===== src/rtl/ss_driver_pkg.sv =====
// Shared constants for the multiplexed seven-segment display driver.
// Segment codes are active-low, bit order {g,f,e,d,c,b,a}.
package ss_driver_pkg;

  localparam int unsigned DIGIT_PERIOD_DEF = 100000;
  localparam int unsigned SLOT_W           = 20;
  localparam int unsigned SEG_W            = 7;

  localparam logic [SEG_W-1:0] SEG_0 = 7'h40;
  localparam logic [SEG_W-1:0] SEG_1 = 7'h79;
  localparam logic [SEG_W-1:0] SEG_2 = 7'h24;
  localparam logic [SEG_W-1:0] SEG_3 = 7'h30;
  localparam logic [SEG_W-1:0] SEG_4 = 7'h19;
  localparam logic [SEG_W-1:0] SEG_5 = 7'h12;
  localparam logic [SEG_W-1:0] SEG_6 = 7'h02;
  localparam logic [SEG_W-1:0] SEG_7 = 7'h78;
  localparam logic [SEG_W-1:0] SEG_8 = 7'h00;
  localparam logic [SEG_W-1:0] SEG_9 = 7'h10;
  localparam logic [SEG_W-1:0] SEG_A = 7'h08;
  localparam logic [SEG_W-1:0] SEG_B = 7'h03;
  localparam logic [SEG_W-1:0] SEG_C = 7'h46;
  localparam logic [SEG_W-1:0] SEG_D = 7'h21;
  localparam logic [SEG_W-1:0] SEG_E = 7'h06;
  localparam logic [SEG_W-1:0] SEG_F = 7'h0E;

  localparam logic [7:0] SEG_BLANK = 8'hFF;
  localparam logic [7:0] DIGIT_OFF = 8'hFF;

endpackage


===== src/rtl/seg_decoder.sv =====
// Hex digit to active-low seven-segment pattern, purely combinational.
module seg_decoder
  import ss_driver_pkg::*;
(
  input  logic [3:0]       bcd,
  output logic [SEG_W-1:0] seg
);

  always_comb begin
    seg = SEG_8;
    case (bcd)
      4'h0: seg = SEG_0;
      4'h1: seg = SEG_1;
      4'h2: seg = SEG_2;
      4'h3: seg = SEG_3;
      4'h4: seg = SEG_4;
      4'h5: seg = SEG_5;
      4'h6: seg = SEG_6;
      4'h7: seg = SEG_7;
      4'h8: seg = SEG_8;
      4'h9: seg = SEG_9;
      4'hA: seg = SEG_A;
      4'hB: seg = SEG_B;
      4'hC: seg = SEG_C;
      4'hD: seg = SEG_D;
      4'hE: seg = SEG_E;
      4'hF: seg = SEG_F;
      default: seg = SEG_8;
    endcase
  end

endmodule


===== src/rtl/ss_driver.sv =====
// Four-digit multiplexed seven-segment driver with PWM brightness control.
// Digit scan and PWM compare share one registered output stage.
module ss_driver
  import ss_driver_pkg::*;
#(
  parameter int unsigned DIGIT_PERIOD = DIGIT_PERIOD_DEF
) (
  input  logic       CLK100MHZ,
  input  logic       reset,
  input  logic [3:0] BCD3,
  input  logic [3:0] BCD2,
  input  logic [3:0] BCD1,
  input  logic [3:0] BCD0,
  input  logic [7:0] PWM,
  output logic [7:0] SegmentDrivers,
  output logic [7:0] SevenSegment
);

  logic [SLOT_W-1:0] slot_cnt;
  logic [1:0]        digit_idx;
  logic [7:0]        pwm_cnt;
  logic [3:0]        bcd_sel;
  logic [SEG_W-1:0]  seg_raw;
  logic              slot_wrap;
  logic              lit;
  logic [7:0]        drivers_nxt;
  logic [7:0]        segments_nxt;

  // Slot end detect, brightness gate and digit select
  always_comb begin
    slot_wrap = (slot_cnt == SLOT_W'(DIGIT_PERIOD - 1));
    lit       = (pwm_cnt < PWM);
    bcd_sel   = BCD0;
    case (digit_idx)
      2'd0:    bcd_sel = BCD0;
      2'd1:    bcd_sel = BCD1;
      2'd2:    bcd_sel = BCD2;
      2'd3:    bcd_sel = BCD3;
      default: bcd_sel = BCD0;
    endcase
  end

  seg_decoder u_seg_decoder (
    .bcd (bcd_sel),
    .seg (seg_raw)
  );

  // Blank both buses when unlit so a digit change never ghosts
  always_comb begin
    drivers_nxt  = DIGIT_OFF;
    segments_nxt = SEG_BLANK;
    if (lit) begin
      drivers_nxt[digit_idx] = 1'b0;
      segments_nxt           = {1'b1, seg_raw};
    end
  end

  always_ff @(posedge CLK100MHZ) begin
    if (!reset) begin
      slot_cnt       <= '0;
      digit_idx      <= 2'd0;
      pwm_cnt        <= 8'd0;
      SegmentDrivers <= DIGIT_OFF;
      SevenSegment   <= SEG_BLANK;
    end else begin
      slot_cnt       <= slot_wrap ? '0 : slot_cnt + SLOT_W'(1);
      if (slot_wrap) begin
        digit_idx <= digit_idx + 2'd1;
      end
      pwm_cnt        <= pwm_cnt + 8'd1;
      SegmentDrivers <= drivers_nxt;
      SevenSegment   <= segments_nxt;
    end
  end

endmodule


===== config.mk =====
export PLATFORM = sky130hd
export DESIGN_NAME = ss_driver
export DESIGN_NICKNAME = d
export VERILOG_FILES = /design/src/rtl/ss_driver_pkg.sv /design/src/rtl/seg_decoder.sv /design/src/rtl/ss_driver.sv
export SDC_FILE = /design/constraint.sdc
export NUM_CORES = 1
export LEC_CHECK = 0
export ABC_AREA = 1
export BUFFER_PORTS_ARGS = -buffer_cell sky130_fd_sc_hd__buf_2
export CORE_ASPECT_RATIO = 1.25
export CORE_MARGIN = 2
export CORE_UTILIZATION = 40
export DETAILED_ROUTE_END_ITERATION = 6
export SKIP_CTS_REPAIR_TIMING = 1
export SYNTH_ARGS = -nofsm -noshare
export SYNTH_HDL_FRONTEND = slang
export SYNTH_SLANG_ARGS = --single-unit
export TNS_END_PERCENT = 1

===== constraint.sdc =====
create_clock -name CLK100MHZ -period 2.7 [get_ports CLK100MHZ]
set_input_delay 0.135 -clock CLK100MHZ [delete_from_list [all_inputs] [get_ports CLK100MHZ]]
set_output_delay 0.135 -clock CLK100MHZ [all_outputs]
set_load 0.02 [all_outputs]

==> flow_summary.toml <==
[floorplan]
die_y_um = 91.9
core.rowCount = 32
start_util_pct = 40.6
core_mm2 = 0.00609
die_area_mm2 = 0.00682
dieWidth_um = 74.3
io-pin-count = 42

[placed_design]
place_hpwl_um = 4000
portBuffers = 36
post-place-ws_ns = 0.337
place_area_mm2 = 0.00270
gp_congestion = 0.874

[timing]
setup_ws_ns = 0.322
hold_slack_ns = 0.182
period_needed_ns = 2.38
max_slew_margin_pct = 53.0
rsz0062_at_grt = "false"
tightest_slew_ns = 0.698
slew_violations = 0
fmax_mhz = 420
period_share_pct = 88.1
hold_viol = 0
setup_tns_ns = 0
finClkSkew_ns = 0.0149
setup_viol = 0

[drt]
routed_wl_um = 5180
first_iter_violations = 78
vias = 2245
postRouteAntennaNets = 0
first_pass_iters = 4
drc = 0
viasPerCell = 4.55
wl_per_cell_um = 10.5

[final_layout]
area_growth_pct = 13.4
diodes = 0
fin_nets = 453
layout-drive-gt1-share_pct = 13.7
design_area_mm2 = 0.00280

[yosys]
synth_enable_flop_cells = 0
syn-mean-instance-area_um2 = 6.71
synth_flop_cell = "dfxtp_1"
synth-async-reset-ratio_pct = 0
synth_cells = 368
ys_ff_latch = 41
yosys_warnings = 0
synthDistinctLibCells = 29
ys_seq_area_share_pct = 33.2
syn_area_mm2 = 0.00247

[global_routing]
grt_max_degree = 18
antenna_found_initial = 0
gr-usage-all-layers_pct = 16.1
grt_overflow_total = 0
grt_first_pass_wirelength_um = 8630
grt_pass1_vias = 2062

[clock_tree]
cts_buffers = 5
cts_tree = "built"
clk_pin_slew_ns = 0.08
ctsHtreeMaxLevel = 2
clock_sinks = 41
clock_path_buffers = 2
clock_latency_ns = 0.29
cts-root-buf = "clkbuf_8"

[worst_setup_path]
r2r_slack_ns = 0.32
required_ns = 2.89
crit_arrival_ns = 2.57
rr_startpoint = "digit_idx[0]$_SDFFE_PN0N_"
cp-end-kind = "flop"
reg2reg_to = "SevenSegment[3]$_SDFF_PN1_"
start_kind = "flop"
crit_path_end = "SevenSegment[3]$_SDFF_PN1_"
cp-startpoint = "digit_idx[0]$_SDFFE_PN0N_"
worstSetupPathType = "flop to flop"
crit_fanout = 8
rr_worst_depth = 11

[pwr]
p_leak_nw = 1.28
peakVddDrop_uv = 240
p_per_area_mw_per_mm2 = 425

[min_path]
hold_path_class = "primary input to flop"
min_path_cells = 3

[outcome]
status = "finished clean"

[flow_run]
max_cap_viol_count = 0
-- Yosys cell counts (2+ instances only) --
| cell | instances | share of area, % |
|---|---|---|
| a21oi_1 | 17 | 3.4 |
| buf_4 | 5 | 1.5 |
| dfxtp_1 | 41 | 33 |
| ha_1 | 20 | 10 |
| inv_1 | 46 | 7.0 |
| nand2_1 | 103 | 16 |
| nand2_2 | 2 | 0.51 |
| nand2_4 | 2 | 0.91 |
| nand3_1 | 33 | 6.7 |
| nand3b_1 | 4 | 1.2 |
| nand4_1 | 5 | 1.3 |
| nor2_1 | 58 | 8.8 |
| nor2_2 | 2 | 0.51 |
| nor2_4 | 2 | 0.91 |
| nor3_1 | 3 | 0.61 |
| o21ai_0 | 4 | 0.81 |
| o21bai_1 | 2 | 0.61 |
| xnor2_1 | 5 | 1.8 |
| xor2_1 | 4 | 1.4 |
-- layout by cell type (no fill, tap or decap), drive strengths merged, types with 5 or more instances in the layout --
cell    count
nand2     107
nand4       5
dfxtp      41
buf        37
a21oi      17
conb        5
clkbuf      6
xnor2       5
ha         20
inv        47
nand3      34
nor2       62
-- registers in the layout, summed over array words and instances, names as in the netlist --
| name | count |
|---|---|
| SegmentDrivers | 4 |
| SevenSegment | 7 |
| digit_idx | 2 |
| pwm_cnt | 8 |
| slot_cnt | 20 |
-- metrics by stage --
stage,std cells,power [mW],utilization (%)
global route,493,1.25,46.0
detailed placement,485,0.776,44.4
CTS,493,1.21,46.0
global placement,485,0.776,44.4
finish,493,1.19,46.0
floorplan,372,0.742,-
-- critical path, cell delays in order, from the launching register on --
cell and delay (ns):
dfxtp_1 0.41, inv_1 0.11, ha_1 0.24, inv_2 0.12, nand2_1 0.06, o21ai_0 0.57
inv_1 0.19, ha_1 0.26, nand3_1 0.13, nand3_1 0.09, nand2_1 0.07, nand2_1 0.04
-- routing by layer --
metal	wire [µm]	global-route usage [%]	part of all wire (%)
met1	2250	18.3	44
met2	2570	28.1	50
met3	224	2.86	4.3
met4	125	8.18	2.4
met5	0	0	0
-- where the power goes --
group          internal (mW)  total [mW]  leakage, nW  switching, mW
combinational         0.0510       0.131        0.893         0.0802
sequential             0.621       0.630        0.334        0.00901
clock                  0.207       0.428       0.0512          0.221
total                  0.880        1.19         1.28          0.310
-- area by class of cell --
type / count / area, µm²
Sequential cell: 41 / 821
Inverter: 47 / 176
Tap cell: 85 / 106
Fill cell: 653 / 3290
Timing Repair Buffer: 37 / 188
Clock buffer: 6 / 82.6
Clock inverter: 2 / 13.8
Multi-Input combinational cell: 275 / 1410
-- kinds of logic (layout without fill, tap and decap cells) --
kind of cell	Yosys count	count (layout)	synth area share, %
AO/OA/AOI/OAI	24	24	5.12
XOR/XNOR	9	9	3.19
adder cells (fa/ha/maj)	20	20	10.1
buffers and inverters	56	92	10.2
flip-flops	41	41	33.2
other	1	5	0.152
AND/OR/NAND/NOR	217	217	38.0
-- how the worst min path moves through the flow --
stage | start | endpoint | slack (ns)
after global placement | slot_cnt[0]$_SDFF_PP0_ | slot_cnt[0]$_SDFF_PP0_ | 0.45
after CTS | reset | pwm_cnt[1]$_SDFF_PN0_ | 0.17
after global routing | reset | pwm_cnt[1]$_SDFF_PN0_ | 0.19
after floorplan | reset | pwm_cnt[0]$_SDFF_PN0_ | 0.29
final | reset | pwm_cnt[1]$_SDFF_PN0_ | 0.18
after detailed placement | slot_cnt[0]$_SDFF_PP0_ | slot_cnt[0]$_SDFF_PP0_ | 0.46
Note: power is estimated with default switching activity, not from simulation.
